<file path="config.mk">
export PLATFORM = sky130hd
export DESIGN_NAME = reg_write_arbiter
export DESIGN_NICKNAME = d
export VERILOG_FILES = /design/src/rtl/regfile_pkg.sv /design/src/rtl/wr_fifo.sv /design/src/rtl/reg_write_arbiter.sv
export SDC_FILE = /design/constraint.sdc
export NUM_CORES = 1
export LEC_CHECK = 0
export ABC_AREA = 1
export CAP_MARGIN = 25
export CORE_UTILIZATION = 43
export DETAILED_ROUTE_END_ITERATION = 12
export GPL_TIMING_DRIVEN = 1
export HOLD_SLACK_MARGIN = 0.06
export PLACE_DENSITY = 0.63
export SYNTH_ARGS = -nofsm -noshare
export SYNTH_HDL_FRONTEND = slang
export SYNTH_SLANG_ARGS = --single-unit
</file>
<file path="constraint.sdc">
create_clock -name clk -period 3.3 [get_ports clk]
set_input_delay 0.66 -clock clk [delete_from_list [all_inputs] [get_ports clk]]
set_output_delay 0.66 -clock clk [all_outputs]
set_load 0.01 [all_outputs]
</file>
<file path="src/rtl/regfile_pkg.sv">
`default_nettype none
// +------------------------------------------------------------------+
// | regfile_pkg : shared register-file write types and constants     |
// | Rev 1.0                                                          |
// +------------------------------------------------------------------+
package regfile_pkg;

   localparam int REG_ADDR_W = 5;
   localparam int REG_DATA_W = 32;

   typedef logic [REG_ADDR_W-1:0] reg_addr_t;
   typedef logic [REG_DATA_W-1:0] reg_data_t;

   typedef struct packed {
      reg_addr_t rd;
      reg_data_t data;
   } wr_req_t;

   localparam reg_addr_t REG_ZERO = '0;

endpackage
`default_nettype wire

</file>
<file path="src/rtl/wr_fifo.sv">
`default_nettype none
// +------------------------------------------------------------------+
// | wr_fifo : sync FIFO of pending writes with per-entry rd match    |
// | Rev 1.0                                                          |
// +------------------------------------------------------------------+
module wr_fifo
   import regfile_pkg::*;
#(
   parameter int  DEPTH = 4,
   parameter int  AW    = REG_ADDR_W,
   parameter type REQ_T = wr_req_t
) (
   input  logic                     clk,
   input  logic                     rst,
   input  logic                     push_i,
   input  REQ_T                     push_req_i,
   input  logic                     pop_i,
   input  logic [AW-1:0]            query_rd_i,
   output REQ_T                     head_o,
   output logic [$clog2(DEPTH):0]   count_o,
   output logic                     empty_o,
   output logic [DEPTH-1:0]         match_o
);

   localparam int            PW       = $clog2(DEPTH);
   localparam logic [PW:0]   CNT_ONE  = (PW+1)'(1);
   localparam logic [PW:0]   CNT_FULL = (PW+1)'(DEPTH);
   localparam logic [PW-1:0] PTR_ONE  = PW'(1);

   logic [PW-1:0] wr_ptr_q, wr_ptr_d;
   logic [PW-1:0] rd_ptr_q, rd_ptr_d;
   logic [PW:0]   count_q, count_d;
   REQ_T          mem_q [DEPTH];
   REQ_T          mem_d [DEPTH];
   logic          w_push;
   logic          w_pop;
   logic          w_full;

   assign w_full  = (count_q == CNT_FULL);
   assign empty_o = (count_q == '0);
   assign w_push  = push_i & ~w_full;
   assign w_pop   = pop_i & ~empty_o;
   assign head_o  = mem_q[rd_ptr_q];
   assign count_o = count_q;

   always_comb begin
      mem_d    = mem_q;
      wr_ptr_d = wr_ptr_q;
      rd_ptr_d = rd_ptr_q;
      count_d  = count_q;
      if (w_push) begin
         mem_d[wr_ptr_q] = push_req_i;
         wr_ptr_d        = wr_ptr_q + PTR_ONE;
      end
      if (w_pop) begin
         rd_ptr_d = rd_ptr_q + PTR_ONE;
      end
      case ({w_push, w_pop})
         2'b10:   count_d = count_q + CNT_ONE;
         2'b01:   count_d = count_q - CNT_ONE;
         default: count_d = count_q;
      endcase
   end

   always_ff @(posedge clk or posedge rst) begin
      if (rst) begin
         wr_ptr_q <= '0;
         rd_ptr_q <= '0;
         count_q  <= '0;
      end else begin
         wr_ptr_q <= wr_ptr_d;
         rd_ptr_q <= rd_ptr_d;
         count_q  <= count_d;
      end
   end

   // Storage needs no reset: an empty count makes every slot invisible.
   always_ff @(posedge clk) begin
      mem_q <= mem_d;
   end

   for (genvar i = 0; i < DEPTH; i++) begin : g_match
      logic [PW-1:0] w_off;
      assign w_off      = PW'(i) - rd_ptr_q;
      assign match_o[i] = ({1'b0, w_off} < count_q) && (mem_q[i].rd == query_rd_i);
   end

endmodule
`default_nettype wire

</file>
<file path="src/rtl/reg_write_arbiter.sv">
`default_nettype none
// +------------------------------------------------------------------+
// | reg_write_arbiter : merges pipeline writeback and multi-cycle    |
// | results onto the single register-file write port. Rev 1.0       |
// +------------------------------------------------------------------+
module reg_write_arbiter
   import regfile_pkg::*;
#(
   parameter int ADDRESS_WIDTH = 5,
   parameter int DATA_WIDTH    = 32,
   parameter int DEPTH         = 4,
   parameter int STARVE_LIMIT  = 3
) (
   input  logic                     clk,
   input  logic                     rst,
   input  logic                     wb_valid_i,
   input  logic [ADDRESS_WIDTH-1:0] wb_rd_i,
   input  logic [DATA_WIDTH-1:0]    wb_data_i,
   input  logic                     mc_valid_i,
   output logic                     mc_ready_o,
   input  logic [ADDRESS_WIDTH-1:0] mc_rd_i,
   input  logic [DATA_WIDTH-1:0]    mc_data_i,
   input  logic [ADDRESS_WIDTH-1:0] query_rd_i,
   output logic                     query_hit_o,
   output logic                     stall_o,
   output logic                     error_o,
   output logic [ADDRESS_WIDTH-1:0] AD3_o,
   output logic                     WE3_o,
   output logic [DATA_WIDTH-1:0]    WD3_o
);

   localparam int                   CW         = $clog2(DEPTH) + 1;
   localparam logic [CW-1:0]        FIFO_FULL  = CW'(DEPTH);
   localparam int                   SW         = $clog2(STARVE_LIMIT + 1);
   localparam logic [SW-1:0]        STARVE_MAX = SW'(STARVE_LIMIT);
   localparam logic [SW-1:0]        STARVE_ONE = SW'(1);
   localparam logic [ADDRESS_WIDTH-1:0] RD_ZERO = ADDRESS_WIDTH'(REG_ZERO);

   typedef struct packed {
      logic [ADDRESS_WIDTH-1:0] rd;
      logic [DATA_WIDTH-1:0]    data;
   } req_t;

   req_t                     w_push_req;
   req_t                     w_head;
   logic [CW-1:0]            w_fifo_count;
   logic                     w_fifo_empty;
   logic [DEPTH-1:0]         w_match;
   logic                     w_push;
   logic                     w_pop;

   logic [ADDRESS_WIDTH-1:0] ad3_q, ad3_d;
   logic                     we3_q, we3_d;
   logic [DATA_WIDTH-1:0]    wd3_q, wd3_d;
   logic [SW-1:0]            starve_q, starve_d;
   logic                     stall_q, stall_d;
   logic                     error_q, error_d;

   assign w_push_req = '{rd: mc_rd_i, data: mc_data_i};
   assign mc_ready_o = (w_fifo_count != FIFO_FULL);
   assign w_push     = mc_valid_i & mc_ready_o;
   assign w_pop      = ~wb_valid_i & ~w_fifo_empty;

   wr_fifo #(
      .DEPTH (DEPTH),
      .AW    (ADDRESS_WIDTH),
      .REQ_T (req_t)
   ) u_wr_fifo (
      .clk        (clk),
      .rst        (rst),
      .push_i     (w_push),
      .push_req_i (w_push_req),
      .pop_i      (w_pop),
      .query_rd_i (query_rd_i),
      .head_o     (w_head),
      .count_o    (w_fifo_count),
      .empty_o    (w_fifo_empty),
      .match_o    (w_match)
   );

   always_comb begin
      ad3_d    = ad3_q;
      wd3_d    = wd3_q;
      we3_d    = 1'b0;
      starve_d = starve_q;
      if (wb_valid_i) begin
         ad3_d = wb_rd_i;
         wd3_d = wb_data_i;
         we3_d = (wb_rd_i != RD_ZERO);
      end else if (!w_fifo_empty) begin
         ad3_d = w_head.rd;
         wd3_d = w_head.data;
         we3_d = (w_head.rd != RD_ZERO);
      end
      // Counts consecutive cycles the queued head loses to writeback.
      if (w_fifo_empty || w_pop) begin
         starve_d = '0;
      end else if (wb_valid_i && (starve_q != STARVE_MAX)) begin
         starve_d = starve_q + STARVE_ONE;
      end
      stall_d = (starve_d == STARVE_MAX);
      error_d = error_q | (wb_valid_i & stall_q);
   end

   always_ff @(posedge clk or posedge rst) begin
      if (rst) begin
         ad3_q    <= '0;
         we3_q    <= 1'b0;
         wd3_q    <= '0;
         starve_q <= '0;
         stall_q  <= 1'b0;
         error_q  <= 1'b0;
      end else begin
         ad3_q    <= ad3_d;
         we3_q    <= we3_d;
         wd3_q    <= wd3_d;
         starve_q <= starve_d;
         stall_q  <= stall_d;
         error_q  <= error_d;
      end
   end

   assign query_hit_o = (query_rd_i != RD_ZERO) &&
                        ((|w_match) || (we3_q && (ad3_q == query_rd_i)));

   assign AD3_o   = ad3_q;
   assign WE3_o   = we3_q;
   assign WD3_o   = wd3_q;
   assign stall_o = stall_q;
   assign error_o = error_q;

endmodule
`default_nettype wire

</file>
# After elaboration in Yosys (flattened, before gate mapping)
# Index checks and enable logic that the tools add are counted.
# totals
register_bits,197
inputBits,83
out_inout_bits,42
elab_cells,87
# classes
addsub,9
n_lt_le_gt_ge,7
eq_ne,12
muxes,15
bitwise,11
n_reduce_logical,16
# op_table
operator,n
148-bit bitwise mux,1
37-bit two-way mux,3
37-bit binary-select mux with 2-bit select,1
37-bit demux with 2-bit select,1
32-bit two-way mux,2
5-bit equality test,5
5-bit nonzero test,3
2-bit by 3-bit less-than comparator with 1-bit output,4
5-bit two-way mux,2
1-bit logical AND,8
2-bit by 1-bit adder with 2-bit output (second input constant),3
3-bit >= comparator (second input constant),2
2-bit inverter with 3-bit output,2
3-bit one-hot mux with 2 select lines,1
1-bit bitwise AND,5
2-bit equality test (second input constant),2
2-bit two-way mux,2
2-bit != test (second input constant),2
4-bit OR reduction,1
1-bit by 2-bit subtractor with 2-bit output (first input constant),2
2-bit subtractor (first input constant),2
3-bit by 1-bit adder with 3-bit output (second input constant),1
3-bit equality test (second input constant),1
3-bit logical NOT,1
9 further kinds,13

# Depth between registers and ports, before layout
# Gate-level depths: netlist (run 1).
# depth
depth_word,7
depth_mapped,14
mapped_depth_nobuf,13

# Modules after synthesis
# Synthesis (run 1) repeated with hierarchy kept, for this count alone.
# unflattened
hier_cells,772
area_unflattened_um2,8344.3
# by_module_without_submodules
mod,instances,cells_per_inst,area_each_um2,seq_area_each_um2
wr_fifo,1,517,6303.5,4619.4
reg_write_arbiter,1,255,2040.7,1051.0

# Worst setup path after synthesis (run 1)
# OpenSTA, ideal clock, no wires.
# synth_timing
path_type,input to register
startpoint,input mc_valid_i
endpoint,"register u_wr_fifo.mem_q[0] in the netlist's numbering, enable pin"
setup_time_ns,0.431
arrival_ns,2.403
required_ns,2.869
setup_slack_ns,0.466
cell_stages,2
path_buffers,0
path_cell_list,nand2_1 -> nor2_1
# synth_via
elab_chain_cells,2
# synth_lines
element,line,text
start: declaration,reg_write_arbiter.sv:19,"input logic mc_valid_i,"
1-bit bitwise AND,reg_write_arbiter.sv:61,assign w_push = mc_valid_i & mc_ready_o;
1-bit bitwise AND,wr_fifo.sv:41,assign w_push = push_i & ~w_full;
end signal: assignment,wr_fifo.sv:79,mem_q <= mem_d;
end: declaration,wr_fifo.sv:33,REQ_T mem_q [DEPTH];
# No other way between the ends.
# A chain may end at the register's enable or synchronous reset.

# Final worst setup path (run 1)
# layout_timing
startpoint,register u_wr_fifo.rd_ptr_q[0]
endpoint,output query_hit_o
# layout_via
elab_chain_cells,6
elab_cells_between_ends,15
classes_between,add/sub (4); order compare (4); reduce/logical (7)
# layout_lines
element,line,text
start: declaration,wr_fifo.sv:31,"logic [PW-1:0] rd_ptr_q, rd_ptr_d;"
start signal: assignment,wr_fifo.sv:72,rd_ptr_q <= rd_ptr_d;
1-bit by 2-bit subtractor with 2-bit output / 2-bit subtractor (equally long branches),wr_fifo.sv:84,assign w_off = PW'(i) - rd_ptr_q;
2-bit by 3-bit less-than comparator with 1-bit output,wr_fifo.sv:85,"assign match_o[i] = ({1'b0, w_off} < count_q) && (mem_q[i].rd == query_rd_i);"
1-bit logical AND,wr_fifo.sv:85,
4-bit OR reduction *,reg_write_arbiter.sv:124,((|w_match) || (we3_q && (ad3_q == query_rd_i)));
1-bit logical OR *,reg_write_arbiter.sv:124,
1-bit logical AND *,reg_write_arbiter.sv:123,assign query_hit_o = (query_rd_i != RD_ZERO) &&
end: declaration,reg_write_arbiter.sv:24,"output logic query_hit_o,"
# Every way passes the cells marked *; elsewhere a longest branch is shown, timed or not.

==> results.cfg, run 1 <==
[status]
run_status = finished, final reports clean

[detailed_routing]
routed.top_layer = met4
drc = 0
first_iter_violations = 263
first_pass_iters = 5
wl_met3_um = 988
routedWlPerCell_um = 18.11
viasPerCell = 5.204
wl_um = 19680
met2WireLength_um = 9859
ant_nets = 0
num_vias = 5657
met1_length_um = 8561

[critical_path]
worstPathCellList = nand2_1 > inv_2 > nor2_4 > inv_1 > ha_1 > nand3_1 > nand2_1 > nor2_1 > nand2_1 > nand2_1 > nor2_1 > nor2_1 > dlymetal6s2s_1
crit_type = reg -> out
start_kind = flip-flop
worstPathMaxFanout = 5
crit_family = simple AND/OR/NAND/NOR gates
critPathBufInv = 3
required_ns = 2.64
crit_path_max_incr_delay_ns = 0.47
critPathMostFrequentCell = nand2_1
critPathSlowestCell = dfrtp_2
end_kind = output pin
cp.arrival_ns = 2.21

[job]
cap_violations = 0

[clock_network]
worst_skew_pair.late_latency_ns = 0.42
htree_levels = 4
cts_hold_buf = 0
cts_tree = done
clockBufferDepth = 2
clk_pin_slew_ns = 0.07
cts_sinks = 197
cts_buffers = 17
root_buffer = clkbuf_16

[layout]
fin_nets = 934
final_cell_area_sq_um = 10340
finish.utilization_pct = 55.28
layout-area-overhead-vs-synth_pct = 25.63
diodes = 0
final_common_cell = nand2_1
drive_above_1_share_pct = 9.965
mostFrequentLayoutCells = 203 x nand2_1, 148 x edfxtp_1, 122 x clkdlybuf4s50_1

[timing]
fin_ws_ns = 0.4273
slew_headroom_pct = 40.25
maxSlewViolCount = 0
fin_crit_sh_pct = 87.05
layout_min_cycle_time_ns = 2.873
finClkSkew_ns = 0.009871
hold_violations = 0
finalSetupViolCount = 0
rsz0062_at_grt = no
worst_pin_slew_ns = 0.8941
setup_tns_ns = 0
clock.fmax_mhz = 348.1

[global_route]
grt_max_degree = 40
track_usage_pct = 20.90
grt_pass1_wl_um = 31000
antenna_found_initial = 0
grt_pass1_vias = 5732
grt_remaining_overflow = 0

[pwr]
pwr-share-comb_pct = 34.8
peakVddDrop_uv = 434.8
power.share.sequential_pct = 42.4
swShare_pct = 34.95
leakagePower_nw = 3.896
p_clk_share_pct = 22.9
power_density_nw_per_um2 = 836.9
p_switching_mw = 3.024
power_mw = 8.654
p_int_mw = 5.630

[logic_synthesis]
ys_types = 30
synth_nets = 799
ys_seq_elements = 197
avgSynthCellArea_sq_um = 11.67
synth_top_area_cell = edfxtp_1
synth.top_cell.area_share_pct = 54.00
yosys_warnings = 0
netlist_top_cells_area = edfxtp_1 54%, dfrtp_1 15%, nand2_1 9.3%, nor2_1 2.8%, o21ai_0 2.5%
seq_area_frac_synth_pct = 68.90
synthCells = 705
synth_area_sq_um = 8230

[floorplan]
initial_utilization_pct = 44.00
fp.dieArea_sq_um = 19700
die_w_um = 140.4
io_pins = 125
core_sq_um = 18710
dieHeight_um = 140.4
rows = 50

[placement]
post_dp_cell_area_sq_um = 9738
dp_hpwl_um = 12770
place_ws_ns = 0.09898
io_buffers = 124
place.gp.congestion = 0.7923

[hold_path]
hp-class = reg -> reg
-- cell families (layout without fill, tap and decap cells) --
kind of cell / after synthesis / in the layout / synth area share, %
XOR/XNOR: 18 / 18 / 1.916
flip-flops: 197 / 197 / 68.90
AND/OR/NAND/NOR: 306 / 306 / 15.29
adder cells (fa/ha/maj): 11 / 11 / 1.763
buffers and inverters: 64 / 212 / 4.105
AO/OA/AOI/OAI: 109 / 109 / 8.027
-- routing by layer --
metal,vias to the layer above,global-route usage [%]
met5,-,0
met3,24,4.718
met2,162,37.00
met4,0,5.379
met1,2759,25.79
li1,2712,-
-- final timing paths --
path,from,to,slack [ns],cells after the start
setup / recovery,u_wr_fifo.rd_ptr_q[0]$_DFFE_PP0P_,query_hit_o,0.43,13
hold / removal,error_o$_DFF_PP0_,error_o$_DFF_PP0_,0.46,1
setup reg to reg,u_wr_fifo.count_o[0]$_DFFE_PP0P_,u_wr_fifo.count_o[2]$_DFFE_PP0P_,1.12,9
hold reg to reg,error_o$_DFF_PP0_,error_o$_DFF_PP0_,0.46,1
max in group asynchronous,rst,u_wr_fifo.rd_ptr_q[0]$_DFFE_PP0P_,1.88,3
min in group asynchronous,rst,WD3_o[18]$_DFFE_PP0P_,0.61,2
-- area by class of cell --
type / count / area, sq um
well taps: 234 / 292.8
flip-flops and latches: 197 / 5673
inverters: 35 / 131.4
fillers: 1577 / 8366
multi-input cells: 444 / 2260
clock inverters: 15 / 148.9
repair buffers: 145 / 1409
clock buffers: 17 / 425.4
-- repair_timing --
action                                  in CTS  in global routing
endpoints found under the setup margin       1                  1
resized for setup                            2                  1
pin swaps                                    0                  0
buffers inserted                             3                  0
-- per-stage QoR --
stage               hold slack [ns]  cells
floorplan                    0.4753    705
global placement             0.4473   1052
detailed placement           0.4509   1052
CTS                          0.4668   1087
global route                 0.5015   1087
finish                       0.4629   1087
-- power by group through the flow --
| stage | Combinational (mW) | Sequential, mW | Clock (mW) |
|---|---|---|---|
| floorplan | 1.65 | 3.78 | 0 |
| global placement | 2.96 | 3.70 | 0 |
| detailed placement | 3.01 | 3.72 | 0 |
| CTS | 3.06 | 3.67 | 2.01 |
| global route | 3.33 | 3.73 | 2.12 |
| finish | 3.01 | 3.67 | 1.98 |
-- cells in the mapped netlist --
| master | instances |
|---|---|
| nor2_4 | 3 |
| o21ai_2 | 9 |
| nand3_1 | 10 |
| buf_4 | 7 |
| nand4_1 | 25 |
| dfrtp_1 | 49 |
| a21oi_1 | 5 |
| nand3_2 | 1 |
| fa_1 | 1 |
| clkbuf_1 | 5 |
| o21ai_1 | 23 |
| ha_1 | 10 |
| clkbuf_2 | 2 |
| o211ai_1 | 2 |
| inv_2 | 7 |
| inv_1 | 28 |
| edfxtp_1 | 148 |
| buf_2 | 7 |
| nor2_1 | 61 |
| a22oi_1 | 26 |
| buf_6 | 8 |
| nor3_1 | 1 |
| or2_2 | 2 |
| o21ai_0 | 41 |
| nand2_1 | 203 |
| a31oi_1 | 1 |
| a21o_1 | 1 |
| xor2_1 | 9 |
| xnor2_1 | 9 |
| o211ai_2 | 1 |
-- flip-flops by register name, summed over array words and instances, names as in the netlist --
register            count
AD3_o                   5
WD3_o                  32
WE3_o                   1
error_o                 1
stall_o                 1
starve_q                2
u_wr_fifo.count_o       3
u_wr_fifo.mem_q       148
u_wr_fifo.rd_ptr_q      2
u_wr_fifo.wr_ptr_q      2
(Power assumes the default switching activity.)
==> run 2: changes to the inputs <==
--- a/config.mk
+++ b/config.mk
@@ -5,13 +5,14 @@
 export SDC_FILE = /design/constraint.sdc
 export NUM_CORES = 1
 export LEC_CHECK = 0
-export ABC_AREA = 1
+export ABC_CLOCK_PERIOD_IN_PS = 3300
 export CAP_MARGIN = 25
 export CORE_UTILIZATION = 43
 export DETAILED_ROUTE_END_ITERATION = 12
+export DONT_BUFFER_PORTS = 1
 export GPL_TIMING_DRIVEN = 1
 export HOLD_SLACK_MARGIN = 0.06
-export PLACE_DENSITY = 0.63
+export PLACE_DENSITY = 0.55
 export SYNTH_ARGS = -nofsm -noshare
 export SYNTH_HDL_FRONTEND = slang
 export SYNTH_SLANG_ARGS = --single-unit
==> run 2 against run 1 <==
The flow now finishes with violations (design-rule violations). Worst setup slack improved by 0.024 ns. Non-clock buffer count is 135 lower. Total power decreased by 9.9%. Utilization decreased by 6.2 points. Sequential cell count is the same. Via count is 31% lower. Largest power group unchanged. Worst hold slack got worse by 0.22 ns. First-iteration DRC count shrank 24%. Critical endpoint unchanged. Area after synthesis is 2.1% lower. Highest routed layer unchanged. Sequential power barely moved. Die area is 2.1% lower.
==> results.cfg, run 2 <==
[status]
run_status = finished with violations
violations = design-rule violations

[pwr]
leakagePower_nw = 3.073
power_density_nw_per_um2 = 875.9
peakVddDrop_uv = 444.6

[logic_synthesis]
synth_compound_area_share_pct = 3.387
synthMuxAreaShare_pct = 15.19
yosysMostFrequentCell = edfxtp_1
synth_top_family_by_area = multiplexers
synth-simple-area-share_pct = 3.666
synth_adder_area_share_pct = 1.802
synth_top_area_cell = edfxtp_1
ys_top_cells_by_count = 148 x edfxtp_1, 49 x dfrtp_1, 40 x nand2_1
synth_area_sq_um = 8054
yosys_warnings = 0
ys_types = 33
synth_top_flop_cell = edfxtp_1
synth_edf_count = 148
synth.top_cell.area_share_pct = 55.18
seq_area_frac_synth_pct = 70.41
avgSynthCellArea_sq_um = 17.17
async_flop_share_pct = 24.87
netlist_top_cells_area = edfxtp_1 55%, dfrtp_1 15%, mux4_2 10%, mux2i_1 4.8%, o21ai_0 2.4%
ys_seq_elements = 197
synth_xor_xnor_area_share_pct = 3.589
synth_nets = 563
synthCells = 469

[timing]
hold_violations = 0
maxSlewViolCount = 0
rsz0062_at_grt = no
worst_pin_slew_ns = 0.8104
setup_tns_ns = 0
layout_min_cycle_time_ns = 2.848
slew_headroom_pct = 45.97
clock.fmax_mhz = 351.1
finClkSkew_ns = 0.009655
finalSetupViolCount = 0
fin_crit_sh_pct = 86.31

[layout]
drive_above_1_share_pct = 17.32
final_common_cell = edfxtp_1
diodes = 0
mostFrequentLayoutCells = 148 x edfxtp_1, 47 x dfrtp_1, 40 x nand2_1
fin_nets = 566
layout-area-overhead-vs-synth_pct = 10.52
largest_reg_flops = 148
top_register = u_wr_fifo.mem_q
finish.utilization_pct = 49.05

[detailed_routing]
first_pass_iters = 10
first_iter_violations = 200
wl_um = 15590
drc = 4
ant_nets = 0
num_vias = 3880
routedWlPerCell_um = 21.84
viasPerCell = 5.434

[clock_network]
root_buffer = clkbuf_16
post_cts_buffers = 0
htree_levels = 4
cts_hold_buf = 0
cts_sinks = 197
worst_skew_pair.late_latency_ns = 0.42
clockBufferDepth = 2
ctsResizeCount = 0
clk_pin_slew_ns = 0.07
cts_buffers = 17
cts_tree = done

[floorplan]
io_pins = 125
rows = 49
initial_utilization_pct = 44.38
dieHeight_um = 138.9
fp.dieArea_sq_um = 19280
core_sq_um = 18150
die_w_um = 138.9

[critical_path]
end_kind = output pin
r2r_cells = 5
required_ns = 2.64
start_kind = flip-flop
crit_type = reg -> out
rrSetupSlack_ns = 0.77
cp.arrival_ns = 2.19
worstPathMaxFanout = 4

[hold_path]
hp-class = in -> async

[job]
cap_violations = 0

[global_route]
grt_pass1_wl_um = 24060
grt_pass1_vias = 4158
antenna_found_initial = 0
track_usage_pct = 17.01
grt_max_degree = 79
grt_remaining_overflow = 0

[placement]
dp_hpwl_um = 9737
place.gp.congestion = 0.7994
io_buffers = 0
-- run 2: cell types whose count changed in the layout (fill, tap and decap cells not counted), moves of 10 or more --
cell	previous run	this run
nand2_1	203	40
clkdlybuf4s50_1	122	0
nor2_1	56	6
mux2i_1	0	39
mux4_2	0	37
a22oi_1	26	0
nand4_1	25	2
o21ai_1	23	1
inv_1	27	9
buf_4	20	9
xnor2_1	9	19
-- run 2: cell families after synthesis --
kind of cell,count (synthesis)
flip-flops,197
XOR/XNOR,33
AND/OR/NAND/NOR,66
multiplexers,76
buffers and inverters,36
AO/OA/AOI/OAI,50
adder cells (fa/ha/maj),11
-- run 2: worst paths after layout --
path | start | endpoint
worst max-delay path | u_wr_fifo.rd_ptr_q[0]$_DFFE_PP0P_ | query_hit_o
worst min-delay path | rst | WD3_o[19]$_DFFE_PP0P_
worst max register to register | u_wr_fifo.rd_ptr_q[0]$_DFFE_PP0P_ | WE3_o$_DFF_PP0_
worst min register to register | error_o$_DFF_PP0_ | error_o$_DFF_PP0_
max in group asynchronous | rst | WD3_o[9]$_DFFE_PP0P_
min in group clk | mc_data_i[29] | u_wr_fifo.mem_q[140]$_DFFE_PP_
-- run 2: report_power, final --
group          switching, mW  internal (mW)  leakage [nW]
Clock                  0.917           1.13         0.282
Sequential             0.374           3.31          1.94
Combinational           1.09          0.970         0.852
Total                   2.38           5.41          3.07
-- run 2: critical path: stages (launching register included) --
cell	delay (ns)
dfrtp_4	0.49
xnor2_1	0.21
ha_1	0.26
a21oi_1	0.15
o2111ai_1	0.12
o31a_1	0.25
a21oi_1	0.30
-- run 2: cell type report --
class	instances	area, sq um
inverters	10	37.54
clock buffers	19	432.9
repair buffers	10	87.58
multi-input cells	236	2236
clock inverters	13	145.1
flip-flops and latches	197	5675
well taps	229	286.5
fillers	1539	9246
-- run 2: metal layers --
| metal | global-route usage [%] | vias to the layer above | wire (um) |
|---|---|---|---|
| met4 | 4.854 | 0 | 154 |
| met1 | 21.93 | 1984 | 6771 |
| met5 | 0 | - | 0 |
| li1 | - | 1790 | - |
| met2 | 27.70 | 95 | 7748 |
| met3 | 5.490 | 11 | 918 |
-- run 2: through the flow --
| stage | hold WS (ns) | power [mW] | instances | cell area, sq um | setup slack (ns) |
|---|---|---|---|---|---|
| 4_1_cts | 0.2540 | 7.912 | 714 | 8901 | 0.4053 |
| 3_5_place_dp | 0.5147 | 5.862 | 682 | 8323 | 0.7307 |
| 3_3_place_gp | 0.5071 | 5.815 | 682 | 8323 | 0.7191 |
| 5_1_grt | 0.2750 | 8.226 | 714 | 8901 | 0.3309 |
| 6_report | 0.2432 | 7.796 | 714 | 8901 | 0.4516 |
| 2_1_floorplan | 0.4932 | 5.298 | 469 | 8054 | 0.5565 |
